$ cat config.mk
export PLATFORM = sky130hd
export DESIGN_NAME = inst_loader
export DESIGN_NICKNAME = d
export VERILOG_FILES = /design/src/rtl/inst_loader.sv
export SDC_FILE = /design/constraint.sdc
export NUM_CORES = 1
export LEC_CHECK = 0
export BUFFER_PORTS_ARGS = -buffer_cell sky130_fd_sc_hd__buf_4
export CORE_AREA = 4 4 112 114
export CTS_CLUSTER_SIZE = 30
export DETAILED_ROUTE_END_ITERATION = 6
export DIE_AREA = 0 0 116 118
export PLACE_DENSITY = 0.74
export SLEW_MARGIN = 10
export SYNTH_ARGS = -nofsm -noshare
export SYNTH_HDL_FRONTEND = slang
export SYNTH_SLANG_ARGS = --single-unit
$ cat constraint.sdc
create_clock -name clk -period 2.4 [get_ports clk]
set_input_delay 0.48 -clock clk [delete_from_list [all_inputs] [get_ports clk]]
set_output_delay 0.48 -clock clk [all_outputs]
set_load 0.02 [all_outputs]
$ cat src/rtl/inst_loader.sv
`default_nettype none
// ============================================================================
// Module   : inst_loader
// Purpose  : Boot-time program loader. Receives a framed byte stream
//            (LEN_LO, LEN_HI, 4*N little-endian payload bytes, 8-bit
//            checksum), writes the assembled 32-bit words into instruction
//            memory and holds the CPU in reset until a checksum-valid image
//            has been written.
// Revision : 1.0 - initial release
// ----------------------------------------------------------------------------
// Ports:
//   clk        in   1   system clock, rising edge
//   rst_n      in   1   asynchronous active-low reset
//   start      in   1   re-arm pulse, honoured only in DONE / ERR
//   rx_data    in   8   incoming stream byte
//   rx_valid   in   1   rx_data valid this cycle
//   rx_ready   out  1   loader accepts a byte this cycle
//   imem_we    out  1   instruction-memory write strobe, one cycle per word
//   imem_addr  out  32  byte address of the word being written
//   imem_data  out  32  assembled instruction word
//   cpu_hold   out  1   1 = keep CPU in reset
//   done       out  1   image loaded, checksum correct
//   error      out  1   bad length or checksum mismatch
//   word_cnt   out  16  words written so far
// ============================================================================
module inst_loader #(
    parameter int          DEPTH     = 64,
    parameter logic [31:0] BASE_ADDR = 32'h0000_0000
) (
    input  logic        clk,
    input  logic        rst_n,
    input  logic        start,
    input  logic [7:0]  rx_data,
    input  logic        rx_valid,
    output logic        rx_ready,
    output logic        imem_we,
    output logic [31:0] imem_addr,
    output logic [31:0] imem_data,
    output logic        cpu_hold,
    output logic        done,
    output logic        error,
    output logic [15:0] word_cnt
);

    localparam logic [15:0] DEPTH_W = 16'(DEPTH);

    typedef enum logic [2:0] {
        S_LEN_LO = 3'd0,
        S_LEN_HI = 3'd1,
        S_DATA   = 3'd2,
        S_CSUM   = 3'd3,
        S_DONE   = 3'd4,
        S_ERR    = 3'd5
    } state_t;

    state_t      state_q,     state_d;
    logic [15:0] len_q,       len_d;
    logic [1:0]  byte_idx_q,  byte_idx_d;
    logic [7:0]  sum_q,       sum_d;
    logic [31:0] word_q,      word_d;
    logic        imem_we_q,   imem_we_d;
    logic [31:0] imem_addr_q, imem_addr_d;
    logic [31:0] imem_data_q, imem_data_d;
    logic [15:0] word_cnt_q,  word_cnt_d;
    logic        done_q,      done_d;
    logic        error_q,     error_d;

    logic        w_fire;
    logic [15:0] w_len_full;

    assign rx_ready   = (state_q == S_LEN_LO) || (state_q == S_LEN_HI) ||
                        (state_q == S_DATA)   || (state_q == S_CSUM);
    assign w_fire     = rx_valid & rx_ready;
    assign w_len_full = {rx_data, len_q[7:0]};

    always_comb begin
        state_d     = state_q;
        len_d       = len_q;
        byte_idx_d  = byte_idx_q;
        sum_d       = sum_q;
        word_d      = word_q;
        imem_we_d   = 1'b0;
        imem_addr_d = imem_addr_q;
        imem_data_d = imem_data_q;
        word_cnt_d  = word_cnt_q;
        done_d      = done_q;
        error_d     = error_q;

        case (state_q)
            S_LEN_LO: begin
                if (w_fire) begin
                    len_d[7:0] = rx_data;
                    state_d    = S_LEN_HI;
                end
            end
            S_LEN_HI: begin
                if (w_fire) begin
                    len_d[15:8] = rx_data;
                    if ((w_len_full == 16'd0) || (w_len_full > DEPTH_W)) begin
                        state_d = S_ERR;
                        error_d = 1'b1;
                    end else begin
                        state_d    = S_DATA;
                        byte_idx_d = 2'd0;
                        sum_d      = 8'd0;
                    end
                end
            end
            S_DATA: begin
                if (w_fire) begin
                    sum_d                        = sum_q + rx_data;
                    word_d[{byte_idx_q, 3'b000} +: 8] = rx_data;
                    byte_idx_d                   = byte_idx_q + 2'd1;
                    if (byte_idx_q == 2'd3) begin
                        // Write strobe is registered: the word lands one cycle
                        // later, addressed by the pre-increment count.
                        imem_we_d   = 1'b1;
                        imem_data_d = {rx_data, word_q[23:0]};
                        imem_addr_d = BASE_ADDR + {14'd0, word_cnt_q, 2'b00};
                        word_cnt_d  = word_cnt_q + 16'd1;
                        if ((word_cnt_q + 16'd1) == len_q) begin
                            state_d = S_CSUM;
                        end
                    end
                end
            end
            S_CSUM: begin
                if (w_fire) begin
                    if (rx_data == sum_q) begin
                        state_d = S_DONE;
                        done_d  = 1'b1;
                    end else begin
                        state_d = S_ERR;
                        error_d = 1'b1;
                    end
                end
            end
            S_DONE, S_ERR: begin
                if (start) begin
                    state_d     = S_LEN_LO;
                    done_d      = 1'b0;
                    error_d     = 1'b0;
                    word_cnt_d  = 16'd0;
                    imem_addr_d = BASE_ADDR;
                    len_d       = 16'd0;
                    byte_idx_d  = 2'd0;
                    sum_d       = 8'd0;
                    word_d      = 32'd0;
                end
            end
            default: begin
                state_d = S_LEN_LO;
            end
        endcase
    end

    always_ff @(posedge clk or negedge rst_n) begin
        if (!rst_n) begin
            state_q     <= S_LEN_LO;
            len_q       <= 16'd0;
            byte_idx_q  <= 2'd0;
            sum_q       <= 8'd0;
            word_q      <= 32'd0;
            imem_we_q   <= 1'b0;
            imem_addr_q <= BASE_ADDR;
            imem_data_q <= 32'd0;
            word_cnt_q  <= 16'd0;
            done_q      <= 1'b0;
            error_q     <= 1'b0;
        end else begin
            state_q     <= state_d;
            len_q       <= len_d;
            byte_idx_q  <= byte_idx_d;
            sum_q       <= sum_d;
            word_q      <= word_d;
            imem_we_q   <= imem_we_d;
            imem_addr_q <= imem_addr_d;
            imem_data_q <= imem_data_d;
            word_cnt_q  <= word_cnt_d;
            done_q      <= done_d;
            error_q     <= error_d;
        end
    end

    assign imem_we   = imem_we_q;
    assign imem_addr = imem_addr_q;
    assign imem_data = imem_data_q;
    assign word_cnt  = word_cnt_q;
    assign done      = done_q;
    assign error     = error_q;
    assign cpu_hold  = ~done_q;

endmodule
`default_nettype wire
======== Yosys cells after proc, flatten, opt, wreduce, memory -nomap -nowiden ========
Index checks and enable logic that the tools add are counted.
cells by class
  equal/unequal tests ..................... 19
  bitwise gates (word level) .............. 2
  multiplexer cells ....................... 46
  order comparisons ....................... 1
  shifts and indexed selects .............. 2
  reductions and logical operators ........ 22
  $add $sub $neg .......................... 4
operator list
  operator                                                                number
  32-bit 2-to-1 mux                                                       4
  32-bit case mux with 2 select lines                                     2
  16-bit 2-to-1 mux                                                       3
  8-bit 2-to-1 mux                                                        5
  32-bit bitwise mux                                                      1
  16-bit case mux with 2 select lines                                     1
  8-bit case mux with 2 select lines                                      2
  8-bit by 7-bit variable shift with 32-bit output, first input constant  1
  8-bit by 7-bit variable part select with 32-bit output                  1
  3-bit 2-to-1 mux                                                        8
  8-bit case mux with 3 select lines                                      1
  16-bit by 1-bit adder with 16-bit output, second input constant         1
  16-bit == test                                                          1
  16-bit by 7-bit > comparator with 1-bit output, second input constant   1
  16-bit logical NOT                                                      1
  3-bit case mux with 5 select lines                                      1
  2-bit != test, second input constant                                    7
  3-bit AND reduction                                                     4
  1-bit 2-to-1 mux                                                        11
  8-bit adder                                                             1
  8-bit == test                                                           1
  2-bit 2-to-1 mux                                                        4
  2-bit by 1-bit != test with 1-bit output, second input constant         4
  4-bit AND reduction                                                     2
  other kinds (19)                                                        28
word-level totals
  output and inout port bits .............. 85
  input port bits ......................... 12
  register bits ........................... 144
  word-level logic and storage cells ...... 108

======== Logic depth before layout (Yosys ltp) ========
  word-level depth ........................ 7
  mapped depth ............................ 9
  depth with buffers taken out ............ 8

======== Least setup slack after synthesis ========
No wires, ideal clock.
  path kind ............................... register to register
  start ................................... reg len_q[0]
  end ..................................... reg state_q[0]
  cell stages (with the launch flop) ...... 8
  buffers on the path ..................... 1
  slack ................................... 0.092 ns
  library setup time ...................... 0.065 ns
  clock period less this slack ............ 2.308 ns
  arrival time ............................ 2.242 ns
  required time ........................... 2.335 ns
  cells stage by stage .................... dfrtp_1 -> or4_1 -> or4_1 -> and3_1 -> buf_6 -> a221o_1 -> nor4_2 -> a31o_1
between the ends
  longest elaborated chain between the ends .. 5
  elaborated cells on any way between the ends .. 9
  those cells by class .................... order compare: 1; eq/ne: 2; mux: 3; reduce/logical: 3
ends and longest elaborated chain
  what                                                                                         line  text
  start: declaration                                                                           57    logic [15:0] len_q, len_d;
  start signal: assignment                                                                     172   len_q <= len_d;
  16-bit by 7-bit > comparator with 1-bit output / 16-bit logical NOT (equally long branches)  99    if ((w_len_full == 16'd0) || (w_len_full > DEPTH_W)) begin
  1-bit logical OR                                                                             99
  3-bit 2-to-1 mux                                                                             99
  3-bit 2-to-1 mux                                                                             97    if (w_fire) begin
  3-bit case mux with 5 select lines                                                           89    case (state_q)
  end signal: assignment                                                                       171   state_q <= state_d;
  end: declaration                                                                             56    state_t state_q, state_d;
Several ways; a longest one is shown, not always the timed one. The select of a mux whose other input is x is not followed.
A chain may end at the register's enable or synchronous reset.

======== Final worst setup path ========
  start ................................... reg len_q[1]
  end ..................................... reg state_q[0]
The elaborated chain is that of the path after synthesis.

==> out/metrics.csv <==
stage;metric;value;unit
run_status;status;finished clean;
die;die_y;118;um
clock_network;cts_tree;done;
clock_network;cts_hold_buf;0;
timing;hold_viol;0;
critical_path;cp-endpoint;state_q[0];
place;dpl.hpwl;10100;um
synth;synth_area;5710;sq um
power;p_comb_share;17.6;%
synth;syn-instance-count;616;
clock_network;clk_pin_slew_worst_paths;50;ps
cells_and_area;final_common_cell;nand2_1;
critical_path;timing_worst_setup_path_type;register to register;
critical_path;worstSetupEndpointType;register;
critical_path;startpoint;len_q[1];
critical_path;worst_r2r_endpoint;state_q[0];
cells_and_area;synthToLayoutAreaGrowth;26.8;%
route;ant_nets;0;
clock_network;cts_buffers;17;
critical_path;critical_path_arrival;2660;ps
place;gp_congestion;0.858;
global_routing;grt.overflow.total;0;
cells_and_area;antenna_cells;0;
clock_network;worstSkewPairLatency;410;ps
clock_network;htreeDepth;4;
route;vias;4779;
route;post_drt_wl_per_cell;16.4;um
power;netSwitchingPower;1770;uW
route;drc;0;
route;drt_iter0_drc;419;
die;die_width;116;um
synth;synth_cell_types;49;
clock_network;root_buffer;clkbuf_16;
synth;async_flop_share;100;%
synth;yosys_most_used_dff;dfrtp_1;
power;p_clk_share;44.5;%
power;leakage;0.00371;uW
critical_path;reg2reg_slack;90;ps
route;firstDrtPassIters;5;
synth;synth.avg_cell_area;9.27;sq um
route;viasPerCell;5.48;
worst_hold_path;holdCritPathClass;input port to async pin;
run;maxCapViolCount;0;
timing;hold-worst-slack;65.4;ps
timing;period_share;96.3;%
cells_and_area;finalNetCount;741;
critical_path;cp_data_required_time;2750;ps
die;core-area;11400;sq um
timing;max_freq;0.433;GHz
timing;period_needed;2310;ps
cells_and_area;drive_above_1_share;21.3;%
clock_network;cts_buffer_depth;2;
critical_path;r2r_start;len_q[1];
clock_network;clock-sinks;120;
timing;final.setup.tns;0;ps
timing;tightest_slew;704;ps
die;start_util;50.0;%
critical_path;critPathMaxFanout;4;
die;die-area;13700;sq um
power;p_int;4520;uW
place;numPortBuffers;80;
synth;yosys_warnings;0;
global_routing;grt.total_usage;21.8;%
die;rows;39;
power;power_frac_seq;37.9;%
critical_path;reg2reg_depth;6;
global_routing;first_global_vias;4729;
global_routing;antenna_found_initial;0;
timing;slew_headroom;53.1;%
power;irDropWorstVdd;0.692;mV
power;switching_share;28.1;%
synth;ys_seq_elements;120;
route;wirelength;14300;um
die;io_pins;97;
timing;finalSetupViolCount;0;
timing;fin_skew;6.89;ps
synth;synth_edf_count;0;
power;p_per_area;869;nW/um^2
timing;slew_violations;0;
critical_path;crit_path_start_kind;register;
synth;yosysSeqAreaShare;52.6;%
cells_and_area;final_cell_mix;nand2_1 (198), dfrtp_1 (120), buf_4 (109);
global_routing;grt_max_degree;49;
timing;rsz0062_at_grt;no;
global_routing;grt_pass1_wl;23700;um
## power groups by stage
stage               logic (uW)  clock network (uW)  registers (uW)
CTS                       1100                2830            2380
global route              1220                2920            2400
finish                    1110                2800            2380
global placement          1050                   0            2400
detailed placement        1080                   0            2410
floorplan                  741                   0            2380
## state kept, by name, summed over array words and instances (netlist names), 2 cells and up
signal      flops
state_q         3
imem_data      32
byte_idx_q      2
len_q          16
sum_q           8
word_q         24
imem_addr      16
word_cnt       16
## synthesized netlist by cell type, types with 8 or more instances
cell type    n  share of area, %
nand2_1    199                13
dfrtp_1    120                53
o21ai_0     52               4.6
clkbuf_1    26               1.7
nand3_1     25               2.2
a22o_1      24               3.7
xnor2_1     19               2.9
nor2_1      17               1.1
buf_4       16               2.1
xor2_1      13               2.0
ha_1        12               2.6
o31ai_1     11               1.4
inv_1        9              0.59
a21oi_1      8              0.70
nor3_1       8              0.70
## stage by stage
stage	area, sq um	instances	util (%)	setup WS (ps)	power [uW]
3_3_place_gp	6580	840	57.6	76.1	3450
5_1_grt	7240	872	63.4	26.2	6540
3_5_place_dp	6580	840	57.6	11.5	3490
2_1_floorplan	5770	631	-	92.1	3120
6_report	7240	872	63.4	89.8	6290
4_1_cts	7230	872	63.4	47.1	6300
## worst max-delay path, cell delays in order, from the launching register on
cell and delay [ps]:
dfrtp_1 400, or4_4 530, or4_4 440, and3_4 210, a221o_1 360, nor4_2 140
a31o_1 170
## metal layers
metal / track usage (%) / share of wire, % / vias up
met2: 34.4 / 48 / 163
met4: 9.64 / 2.9 / 0
met1: 28.6 / 43 / 2329
li1: - / - / 2252
met3: 4.68 / 5.5 / 35
met5: 0 / 0 / -
## kinds of logic (layout without fill, tap and decap cells)
group,after synthesis,in the layout,synth area share [%]
XOR/XNOR,32,32,4.91
flip-flops,120,120,52.6
multiplexers,3,3,0.548
adder cells (fa/ha/maj),13,13,2.98
AND/OR/NAND/NOR,281,281,21.3
other,1,16,0.0657
buffers and inverters,55,153,4.82
AO/OA/AOI/OAI,111,111,12.8
## worst min-delay path by stage
| stage | slack (ps) | endpoint | cells after the start | startpoint |
|---|---|---|---|---|
| after floorplan | 180 | byte_idx_q[0] | 0 | rst_n |
| after global placement | 460 | imem_data[0] | 2 | word_q[0] |
| after detailed placement | 460 | imem_data[1] | 2 | word_q[1] |
| after CTS | 80 | imem_data[3] | 1 | rst_n |
| after global routing | 110 | imem_data[3] | 1 | rst_n |
| final | 70 | imem_data[3] | 1 | rst_n |
## area by class of cell
class	instances	area (sq um)
inverter	10	37.5
sequential	120	3000
timing repair buffer	111	858
clock buffer	20	457
tap	143	179
fill	931	4180
clock inverter	12	196
multi-input combinational	456	2510
## timing repair
action / 4_1_cts / 5_1_grt
resized for setup: 2 / 2
endpoints found under the setup margin: 1 / 1
cloned: 0 / 0
hold endpoints to repair: 0 / 0
buffers inserted: 0 / 0
No activity file was read; power rests on OpenSTA's default activity.
